File: config.mk
export PLATFORM = sky130hd
export DESIGN_NAME = kbcmd_sequencer_flat
export DESIGN_NICKNAME = d
export VERILOG_FILES = /design/src/rtl/kbcmd_pkg.sv /design/src/rtl/kbcmd_if.sv /design/src/rtl/kbcmd_debounce.sv /design/src/rtl/kbcmd_sequencer.sv /design/src/flat_wrapper.sv
export SDC_FILE = /design/constraint.sdc
export NUM_CORES = 1
export LEC_CHECK = 0
export ABC_CLOCK_PERIOD_IN_PS = 5200
export CORE_UTILIZATION = 53
export CTS_BUF_LIST = sky130_fd_sc_hd__clkbuf_4 sky130_fd_sc_hd__clkbuf_8
export DETAILED_ROUTE_END_ITERATION = 10
export PLACE_DENSITY = 0.81
export SYNTH_ARGS = -nofsm -noshare
export SYNTH_HDL_FRONTEND = slang
export SYNTH_SLANG_ARGS = --single-unit
File: constraint.sdc
create_clock -name clk -period 5.2 [get_ports clk]
set_input_delay 0.78 -clock clk [delete_from_list [all_inputs] [get_ports clk]]
set_output_delay 0.78 -clock clk [all_outputs]
set_load 0.01 [all_outputs]
File: src/rtl/kbcmd_pkg.sv
// Shared constants and FSM state type for the keyboard command sequencer.
// Keyboard reply codes and the writer busy-rise window live here.
package kbcmd_pkg;
  localparam logic [7:0] KB_ACK    = 8'hFA;
  localparam logic [7:0] KB_RESEND = 8'hFE;
  localparam int BUSY_RISE_LIMIT   = 4;

  typedef enum logic [1:0] {
    ST_IDLE,
    ST_LOAD,
    ST_SEND,
    ST_WAIT_ACK
  } state_t;
endpackage

File: src/rtl/kbcmd_if.sv
// Sequencer <-> PS/2 writer/reader handshake bundle.
// master = sequencer side, slave = writer/reader side.
interface kbcmd_if;
  logic [7:0] data;
  logic       dataload;
  logic       busy;
  logic       ps2error;
  logic       rx_valid;
  logic [7:0] rx_byte;

  modport master (
    output data, dataload,
    input  busy, ps2error, rx_valid, rx_byte
  );
  modport slave (
    input  data, dataload,
    output busy, ps2error, rx_valid, rx_byte
  );
endinterface

File: src/rtl/kbcmd_debounce.sv
// One button channel: 2-flop synchroniser, shift history, registered
// one-cycle press strobe on a clean 0000_1..1 history pattern.
module kbcmd_debounce #(
  parameter int DEBOUNCE_LEN = 16
) (
  input  logic clk,
  input  logic rst,
  input  logic i_bt,
  output logic o_press
);
  logic                    r_s1;
  logic                    r_s2;
  logic [DEBOUNCE_LEN-1:0] r_hist;
  logic                    w_hit;

  assign w_hit = (r_hist[DEBOUNCE_LEN-1 -: 4] == 4'b0000)
              && (&r_hist[DEBOUNCE_LEN-5:0]);

  always_ff @(posedge clk or posedge rst) begin
    if (rst) begin
      r_s1    <= 1'b0;
      r_s2    <= 1'b0;
      r_hist  <= '0;
      o_press <= 1'b0;
    end else begin
      r_s1    <= i_bt;
      r_s2    <= r_s1;
      r_hist  <= {r_hist[DEBOUNCE_LEN-2:0], r_s2};
      o_press <= w_hit;
    end
  end
endmodule

File: src/rtl/kbcmd_sequencer.sv
// Front-panel buttons -> command FIFO -> PS/2 writer, with ACK/resend
// handling, retry budget and reply timeout.
import kbcmd_pkg::*;

module kbcmd_sequencer #(
  parameter int NBUTTONS     = 4,
  parameter int DEBOUNCE_LEN = 16,
  parameter int FIFO_DEPTH   = 4,
  parameter int ACK_TIMEOUT  = 50000,
  parameter int MAX_RETRIES  = 2
) (
  input  logic                          clk,
  input  logic                          rst,
  input  logic [NBUTTONS-1:0]           i_bt,
  input  logic [8*NBUTTONS-1:0]         i_cmd_table,
  kbcmd_if.master                       ps2,
  output logic [$clog2(FIFO_DEPTH):0]   o_pending,
  output logic                          o_ack_ok,
  output logic                          o_cmd_fail,
  output logic                          o_overflow
);
  localparam int AW = $clog2(FIFO_DEPTH);
  localparam int TW = $clog2(ACK_TIMEOUT+1);
  localparam int RW = $clog2(MAX_RETRIES+2);
  localparam logic [TW-1:0] TMO  = TW'(ACK_TIMEOUT);
  localparam logic [RW-1:0] MAXR = RW'(MAX_RETRIES);
  localparam logic [2:0]    BRL  = 3'(BUSY_RISE_LIMIT-1);
  localparam logic [AW:0]   FULL = (AW+1)'(FIFO_DEPTH);

  logic [NBUTTONS-1:0] w_press;
  logic [NBUTTONS-1:0] r_req;
  logic [NBUTTONS-1:0] w_grant;
  logic                w_arb;
  logic [7:0]          w_arb_byte;

  logic [7:0]  r_mem [FIFO_DEPTH];
  logic [AW-1:0] r_wptr;
  logic [AW-1:0] r_rptr;
  logic [AW:0]   r_count;
  logic w_full, w_empty, w_push, w_pop;

  state_t        r_state, w_next;
  logic [TW-1:0] r_timer;
  logic [RW-1:0] r_retries;
  logic [2:0]    r_bwait;
  logic          r_bseen;
  logic [7:0]    r_data;
  logic r_ack, r_fail, r_ovf;
  logic w_load, w_retry, w_inc, w_ack, w_fail;

  for (genvar g = 0; g < NBUTTONS; g++) begin : g_db
    kbcmd_debounce #(.DEBOUNCE_LEN(DEBOUNCE_LEN)) u_db (
      .clk     (clk),
      .rst     (rst),
      .i_bt    (i_bt[g]),
      .o_press (w_press[g])
    );
  end

  always_comb begin
    w_grant    = '0;
    w_arb      = 1'b0;
    w_arb_byte = 8'h00;
    for (int i = 0; i < NBUTTONS; i++) begin
      if (r_req[i] && !w_arb) begin
        w_grant[i] = 1'b1;
        w_arb      = 1'b1;
        w_arb_byte = i_cmd_table[8*i +: 8];
      end
    end
  end

  assign w_full  = (r_count == FULL);
  assign w_empty = (r_count == '0);
  // A full FIFO still accepts a push when the head leaves this cycle
  assign w_push  = w_arb && (!w_full || w_pop);

  always_comb begin
    w_next  = r_state;
    w_load  = 1'b0;
    w_retry = 1'b0;
    w_inc   = 1'b0;
    w_ack   = 1'b0;
    w_pop   = 1'b0;
    w_fail  = 1'b0;
    unique case (r_state)
      ST_IDLE: begin
        if (!w_empty && !ps2.busy) begin
          w_next = ST_LOAD;
          w_load = 1'b1;
        end
      end
      ST_LOAD: w_next = ST_SEND;
      ST_SEND: begin
        if (!r_bseen && !ps2.busy && r_bwait == BRL) begin
          w_retry = 1'b1;
        end else if (r_bseen && !ps2.busy) begin
          if (ps2.ps2error) w_retry = 1'b1;
          else              w_next  = ST_WAIT_ACK;
        end
      end
      ST_WAIT_ACK: begin
        if (ps2.rx_valid && ps2.rx_byte == KB_ACK) begin
          w_next = ST_IDLE;
          w_pop  = 1'b1;
          w_ack  = 1'b1;
        end else if ((ps2.rx_valid && ps2.rx_byte == KB_RESEND)
                     || r_timer == TMO) begin
          w_retry = 1'b1;
        end
      end
      default: w_next = ST_IDLE;
    endcase
    // Retries re-enter through IDLE so LOAD again waits for busy=0
    if (w_retry) begin
      w_next = ST_IDLE;
      if (r_retries < MAXR) begin
        w_inc = 1'b1;
      end else begin
        w_pop  = 1'b1;
        w_fail = 1'b1;
      end
    end
  end

  always_ff @(posedge clk or posedge rst) begin
    if (rst) begin
      r_state   <= ST_IDLE;
      r_req     <= '0;
      r_wptr    <= '0;
      r_rptr    <= '0;
      r_count   <= '0;
      r_timer   <= '0;
      r_retries <= '0;
      r_bwait   <= '0;
      r_bseen   <= 1'b0;
      r_data    <= 8'h00;
      r_ack     <= 1'b0;
      r_fail    <= 1'b0;
      r_ovf     <= 1'b0;
      for (int i = 0; i < FIFO_DEPTH; i++) r_mem[i] <= 8'h00;
    end else begin
      r_state <= w_next;
      r_ack   <= w_ack;
      r_fail  <= w_fail;
      r_ovf   <= |(w_press & r_req);
      r_req   <= (r_req & ~(w_push ? w_grant : '0))
               | (w_press & ~r_req);
      if (w_push) begin
        r_mem[r_wptr] <= w_arb_byte;
        r_wptr        <= r_wptr + 1'b1;
      end
      if (w_pop) r_rptr <= r_rptr + 1'b1;
      r_count <= r_count + {{AW{1'b0}}, w_push}
                         - {{AW{1'b0}}, w_pop};
      if (w_load) r_data <= r_mem[r_rptr];
      if (w_pop)      r_retries <= '0;
      else if (w_inc) r_retries <= r_retries + 1'b1;
      if (r_state == ST_WAIT_ACK) r_timer <= r_timer + 1'b1;
      else                        r_timer <= '0;
      if (r_state == ST_SEND) begin
        if (ps2.busy)     r_bseen <= 1'b1;
        else if (!r_bseen) r_bwait <= r_bwait + 1'b1;
      end else begin
        r_bseen <= 1'b0;
        r_bwait <= '0;
      end
    end
  end

  assign ps2.data     = r_data;
  assign ps2.dataload = (r_state == ST_LOAD);
  assign o_pending    = r_count;
  assign o_ack_ok     = r_ack;
  assign o_cmd_fail   = r_fail;
  assign o_overflow   = r_ovf;
endmodule

File: src/flat_wrapper.sv
// flat-port wrapper written by rule: the top's interface ports become plain ports
module kbcmd_sequencer_flat 
#(
  parameter int NBUTTONS     = 4,
  parameter int DEBOUNCE_LEN = 16,
  parameter int FIFO_DEPTH   = 4,
  parameter int ACK_TIMEOUT  = 50000,
  parameter int MAX_RETRIES  = 2
)
  (clk, rst, i_bt, i_cmd_table, o_pending, o_ack_ok, o_cmd_fail, o_overflow, ps2_data, ps2_dataload, ps2_busy, ps2_ps2error, ps2_rx_valid, ps2_rx_byte);
  kbcmd_if ps2_i ();
  input  logic clk;
  input  logic rst;
  input  logic [NBUTTONS-1:0] i_bt;
  input  logic [8*NBUTTONS-1:0] i_cmd_table;
  output logic [$clog2(FIFO_DEPTH):0] o_pending;
  output logic o_ack_ok;
  output logic o_cmd_fail;
  output logic o_overflow;
  output wire logic [$bits(ps2_i.data)-1:0] ps2_data;
  output wire logic [$bits(ps2_i.dataload)-1:0] ps2_dataload;
  input wire logic [$bits(ps2_i.busy)-1:0] ps2_busy;
  input wire logic [$bits(ps2_i.ps2error)-1:0] ps2_ps2error;
  input wire logic [$bits(ps2_i.rx_valid)-1:0] ps2_rx_valid;
  input wire logic [$bits(ps2_i.rx_byte)-1:0] ps2_rx_byte;
  assign ps2_data = ps2_i.data;
  assign ps2_dataload = ps2_i.dataload;
  assign ps2_i.busy = ps2_busy;
  assign ps2_i.ps2error = ps2_ps2error;
  assign ps2_i.rx_valid = ps2_rx_valid;
  assign ps2_i.rx_byte = ps2_rx_byte;
  kbcmd_sequencer #(.NBUTTONS(NBUTTONS), .DEBOUNCE_LEN(DEBOUNCE_LEN), .FIFO_DEPTH(FIFO_DEPTH), .ACK_TIMEOUT(ACK_TIMEOUT), .MAX_RETRIES(MAX_RETRIES)) u_core (.clk(clk), .rst(rst), .i_bt(i_bt), .i_cmd_table(i_cmd_table), .ps2(ps2_i), .o_pending(o_pending), .o_ack_ok(o_ack_ok), .o_cmd_fail(o_cmd_fail), .o_overflow(o_overflow));
endmodule
# After elaboration in Yosys (flattened, before gate mapping)
# Index checks and enable logic that the tools add are counted.
# word_totals
word_cells	155
register_bits	154
out_inout_bits	15
input_bits	49
# op_classes
magnitude_cmp	4
addsub	7
muxes	49
bitwise	8
n_eq_ne	16
reduce_logical	38
# op_table
operator	n
two-way mux 8 bit	7
AND reduction 12 bit	4
bitwise mux 32 bit	1
two-way mux 1 bit	24
adder 16 x 1 -> 16 bit (second input constant)	1
binary-select mux 8 bit (select 2 bit)	1
demux 8 bit (select 2 bit)	1
== test 16 bit (second input constant)	1
== test 8 bit (second input constant)	2
zero test 4 bit	4
two-way mux 16 bit	1
two-way mux 2 bit	8
logical AND 1 bit	15
AND 4 bit	3
two-way mux 3 bit	3
inequality test 3 x 1 -> 1 bit (second input constant)	3
inverter 4 bit	2
case mux 2 bit (4 select lines)	1
zero test 1 bit	7
adder 2 x 1 -> 2 bit (second input constant)	3
greater-or-equal comparator 3 bit (second input constant)	2
inequality test 2 bit (second input constant)	3
inequality test 3 x 2 -> 1 bit (second input constant)	2
inverter 2 -> 3 bit	2
other kinds (19)	21

# Longest topological paths before layout
# logic_depth
depth_word	15
depth_mapped	13
ltp_nobuf	13

# Cells and area by module
# A second synthesis with hierarchy kept.
# hier_totals
hier_cells	425
hier_area_um2	6119.6
# modules_own_cells
mod	area_per_inst_um2	seq_area_each_um2	cells_per_inst	n_inst
kbcmd_sequencer	4012.6	1951.9	325	1
kbcmd_debounce	526.8	475.5	25	4

# Worst setup path after synthesis
# No wires, ideal clock.
# synth_path
path_type	input-to-reg
start	input ps2_ps2error
end	register u_core.r_count[2] (netlist: u_core.o_pending[2])
cell_stages	11
setup_time_ps	126
path_buffers	0
required_time_ps	5074
slack_ps	2390
t_arrival_ps	2684
cell_sequence	mux2i_1 o32ai_2 a2bb2oi_4 inv_1 ha_1 inv_1 ha_1 inv_1 fa_1 xnor2_1 xnor2_1
# synth_via
elab_chain_cells	9
# synth_lines
item	line_no	text
start, declared	flat_wrapper.sv:23	input wire logic [$bits(ps2_i.ps2error)-1:0] ps2_ps2error;
two-way mux 1 bit (*)	kbcmd_sequencer.sv:98	if (ps2.ps2error) w_retry = 1'b1;
two-way mux 1 bit (*)	kbcmd_sequencer.sv:97	end else if (r_bseen && !ps2.busy) begin
two-way mux 1 bit (*)	kbcmd_sequencer.sv:95	if (!r_bseen && !ps2.busy && r_bwait == BRL) begin
case mux 1 bit (2 select lines) (*)	kbcmd_sequencer.sv:86	unique case (r_state)
two-way mux 1 bit (*)	kbcmd_sequencer.sv:115	if (w_retry) begin
via u_core.w_pop	kbcmd_sequencer.sv:40	logic w_full, w_empty, w_push, w_pop;
logical OR 1 bit	kbcmd_sequencer.sv:76	assign w_push = w_arb && (!w_full || w_pop);
logical AND 1 bit	kbcmd_sequencer.sv:76	
adder 3 x 1 -> 3 bit	kbcmd_sequencer.sv:154	r_count <= r_count + {{AW{1'b0}}, w_push}
subtractor 3 x 1 -> 3 bit (*)	kbcmd_sequencer.sv:155	- {{AW{1'b0}}, w_pop};
end signal, assigned	kbcmd_sequencer.sv:154	
end, declared	kbcmd_sequencer.sv:39	logic [AW:0] r_count;
# The timed path passes the listed nets; every way through them passes the cells marked *.
# A chain may end at the register's enable or synchronous reset.

# Worst setup path after layout
# layout_path
start	input ps2_busy
end	register u_core.r_count[2] (netlist: u_core.o_pending[2])
# layout_via
elab_chain_cells	10
elab_cells_between_ends	12
cone_classes	2 x add/sub; 4 x mux; 6 x reduce/logical
# layout_lines
item	line_no	text
start, declared	flat_wrapper.sv:22	input wire logic [$bits(ps2_i.busy)-1:0] ps2_busy;
zero test 1 bit (*)	kbcmd_sequencer.sv:95, kbcmd_sequencer.sv:97	
logical AND 1 bit, on equally long branches	kbcmd_sequencer.sv:97, kbcmd_sequencer.sv:95	
two-way mux 1 bit / logical AND 1 bit (equally long branches)	kbcmd_sequencer.sv:97, kbcmd_sequencer.sv:95	
two-way mux 1 bit (*)	kbcmd_sequencer.sv:95	
case mux 1 bit (2 select lines) (*)	kbcmd_sequencer.sv:86	
two-way mux 1 bit (*)	kbcmd_sequencer.sv:115	
via u_core.w_pop	kbcmd_sequencer.sv:40	
logical OR 1 bit	kbcmd_sequencer.sv:76	
logical AND 1 bit	kbcmd_sequencer.sv:76	
adder 3 x 1 -> 3 bit	kbcmd_sequencer.sv:154	
subtractor 3 x 1 -> 3 bit (*)	kbcmd_sequencer.sv:155	
# Marks and branches as above.

==> run metrics <==
Clock Tree Root clkbuf_8; Synthesized Nets 480; pre-CTS setup slack 1.69 ns; RSZ-0062 raised after global routing no; cell count after synthesis 415; routed wire length 10900 µm; Reg-to-Reg Start u_core.r_bwait[0]$_DFFE_PP0P_; Synth cell types 50; status finished clean; worst setup path start ps2_busy; Worst Hold Class flop to flop; Via Count 3526; Synth top cells by count dfrtp_1 (154), mux2_4 (32), nor2_1 (29), inv_1 (17); clock sinks approximately 150; total CTS buffers 17; R2R Setup Slk 2.21 ns; Sw Ratio 0.290; Fmax achieved 0.330 GHz; Worst Hold Launch u_core.g_db[1].u_db.r_s2$_DFF_PP0_; Clk pin slew, worst setup/hold paths 0.08 ns; final worst slack between 2 and 2.5 ns; leak pwr 3.16 nW; fin crit share 0.583; area leader, netlist dfrtp_1; ANT cells 0; DR pass1 iterations 5; vias in the first global route ~3800; I/O Buffers 63; Die ar. roughly 12000 µm²; CP max-delay cell clkdlybuf4s50_1; post-synthesis sequential area ratio 0.630; Final HPWL DP 7180 µm; Vias/cell between 5 and 6; hold_buf cts 0; Die Span X around 110 µm; CP peak stage delay 0.60 ns; DR WL/cell 16.9 µm; GPL Wtd Cong 0.745; Net Sw Power 0.000815 W; actual slew at the worst max-slew pin 0.988 ns; Synth area leaders dfrtp_1 (63%), mux2_4 (7.9%), ha_1 (3.1%); combinational power share 0.181; max-slew violations 0; Placed Area 6910 µm²; share of flip-flops with an asynchronous set or reset 1.00; min Tclk post-route 3.03 ns; Post-synth top flop dfrtp_1; largest net degree at the start of global routing 117; setup violators final 0; crit path cell chain clkdlybuf4s50_1 > nand3b_1 > o32ai_2 > a2bb2oi_4 > inv_1 > ha_1 > inv_1 > ha_1 > inv_1 > fa_1 > xnor2_1 > xnor2_1; initial antenna violation count 0; clk buf depth 2; max_cap viols 0; Area Growth Syn to Fin 19.5%; Yosys top cell area share 0.630; most used cell along the critical path inv_1; global route overflow 0; H-Tree Depth 4; clock skew 0.0136 ns; power per cell area between 300 and 400 nW/µm²; Synth warnings 0; worst-path maximum fanout 9; Yosys reg bits 154; final hold slack 0.352 ns; CP bufs+invs 4; Worst setup EP type flop; Worst Path Arrival roughly 3.4 ns; Req. time, crit path roughly 5.6 ns; CTS tree done; Slew HR 0.341; startpoint types input port; maximum vdd drop 0.000246 V; Post-Syn Area 6120 µm²; clock latency on the worst-skew pair about 0.45 ns; cell internal pwr between 0.0015 and 0.002 W; Setup TNS Final 0 ns; gr usage total 0.208; Core ar. 11000 µm²; io pins 64; CP Class input port to flop; Resize count post-CTS 0; Largest delay share family, worst path buffers and inverters; Final ANT Viol Nets 0; register share of total power 0.502; clock share of power 0.316; Row Count 38; first-pass GRT wire length 18300 µm; post-layout power 0.00281 W; most frequent cell after synthesis dfrtp_1; Final Instance Area 7310 µm²; EDFF count, synth 0; Post-CTS Setup Inserts 0; die height around 110 µm; final hold violations 0; initial drt markers 179; Synth Area per Inst 14.7 µm²; nets 556; share of cells above drive strength 1 0.200; Starting Density 0.555; DRC viols 0
==> flip-flops by register name, indices dropped and copies added, names as in the netlist, 4 cells and up <==
register                  count
u_core.g_db.u_db.r_s1         4
u_core.g_db.u_db.r_hist      64
u_core.r_timer               16
u_core.ps2.data               8
u_core.g_db.u_db.o_press      4
u_core.g_db.u_db.r_s2         4
u_core.r_mem                 32
u_core.r_req                  4
==> path summary, 6_finish.rpt <==
check / endpoint / cells after the start
max reg2reg: u_core.o_pending[2]$_DFF_PP0_ / 13
min reg2reg: u_core.g_db[1].u_db.r_hist[0]$_DFF_PP0_ / 0
max: u_core.o_pending[2]$_DFF_PP0_ / 12
max in group asynchronous: u_core.r_mem[14]$_DFFE_PP0P_ / 3
min: u_core.g_db[1].u_db.r_hist[0]$_DFF_PP0_ / 0
min in group asynchronous: u_core.g_db[1].u_db.r_hist[10]$_DFF_PP0_ / 2
==> metal layers <==
layer,share of wire,global-route usage,vias to the layer above
met5,0,0,-
met4,0.026,0.0971,0
met3,0.026,0.0504,25
met2,0.49,0.330,55
met1,0.45,0.271,1807
li1,-,-,1639
==> power by group through the flow <==
| stage | combinational (W) | sequential [W] | clock [W] |
|---|---|---|---|
| 3_5_place_dp | 0.000513 | 0.00143 | 0 |
| 5_1_grt | 0.000563 | 0.00143 | 0.000959 |
| 2_1_floorplan | 0.000316 | 0.00141 | 0 |
| 4_1_cts | 0.000515 | 0.00141 | 0.000912 |
| 6_report | 0.000509 | 0.00141 | 0.000889 |
| 3_3_place_gp | 0.000496 | 0.00143 | 0 |
==> layout make-up <==
type | count | area [µm²]
inverters | 18 | 72.6
clock buffers | 18 | 248
repair buffers | 64 | 638
flip-flops and latches | 154 | 3850
well taps | 140 | 175
fillers | 813 | 3720
multi-input cells | 236 | 2170
clock inverters | 14 | 155
==> through the flow <==
step	instances	util
2_1_floorplan	415	-
3_3_place_gp	612	0.626
3_5_place_dp	612	0.626
4_1_cts	644	0.663
5_1_grt	644	0.663
6_report	644	0.663
==> cells by family after synthesis <==
family,count (synthesis),synth area share
flip-flops,154,0.630
AND/OR/NAND/NOR,104,0.101
multiplexers,51,0.128
AO/OA/AOI/OAI,47,0.0659
buffers and inverters,25,0.0155
XOR/XNOR,18,0.0258
adder cells (fa/ha/maj),16,0.0340
==> worst register-to-register path: cells and delay by family, from the launching register on <==
family / cells / cell delay [ns]
adders and majority gates: 5 / 1.18
AOI/OAI and AO/OA: 2 / 0.55
DFF: 1 / 0.41
xor gates and xnor gates: 2 / 0.33
buffers and inverters: 3 / 0.25
muxes: 1 / 0.21
==> cells in the final DEF, fill, tap and decap left out, drive strengths merged, types with 6 or more instances in the layout <==
master         instances
a21oi                  9
nand4                 13
clkinv                 6
xnor2                 12
clkdlybuf4s50         63
clkbuf                18
nor2                  29
mux2                  41
o21ai                 10
nand2                 15
a22oi                 10
mux4                   8
inv                   25
a221o                  8
dfrtp                154
ha                    15
xor2                   6
Note: power is estimated with default switching activity, not from simulation.
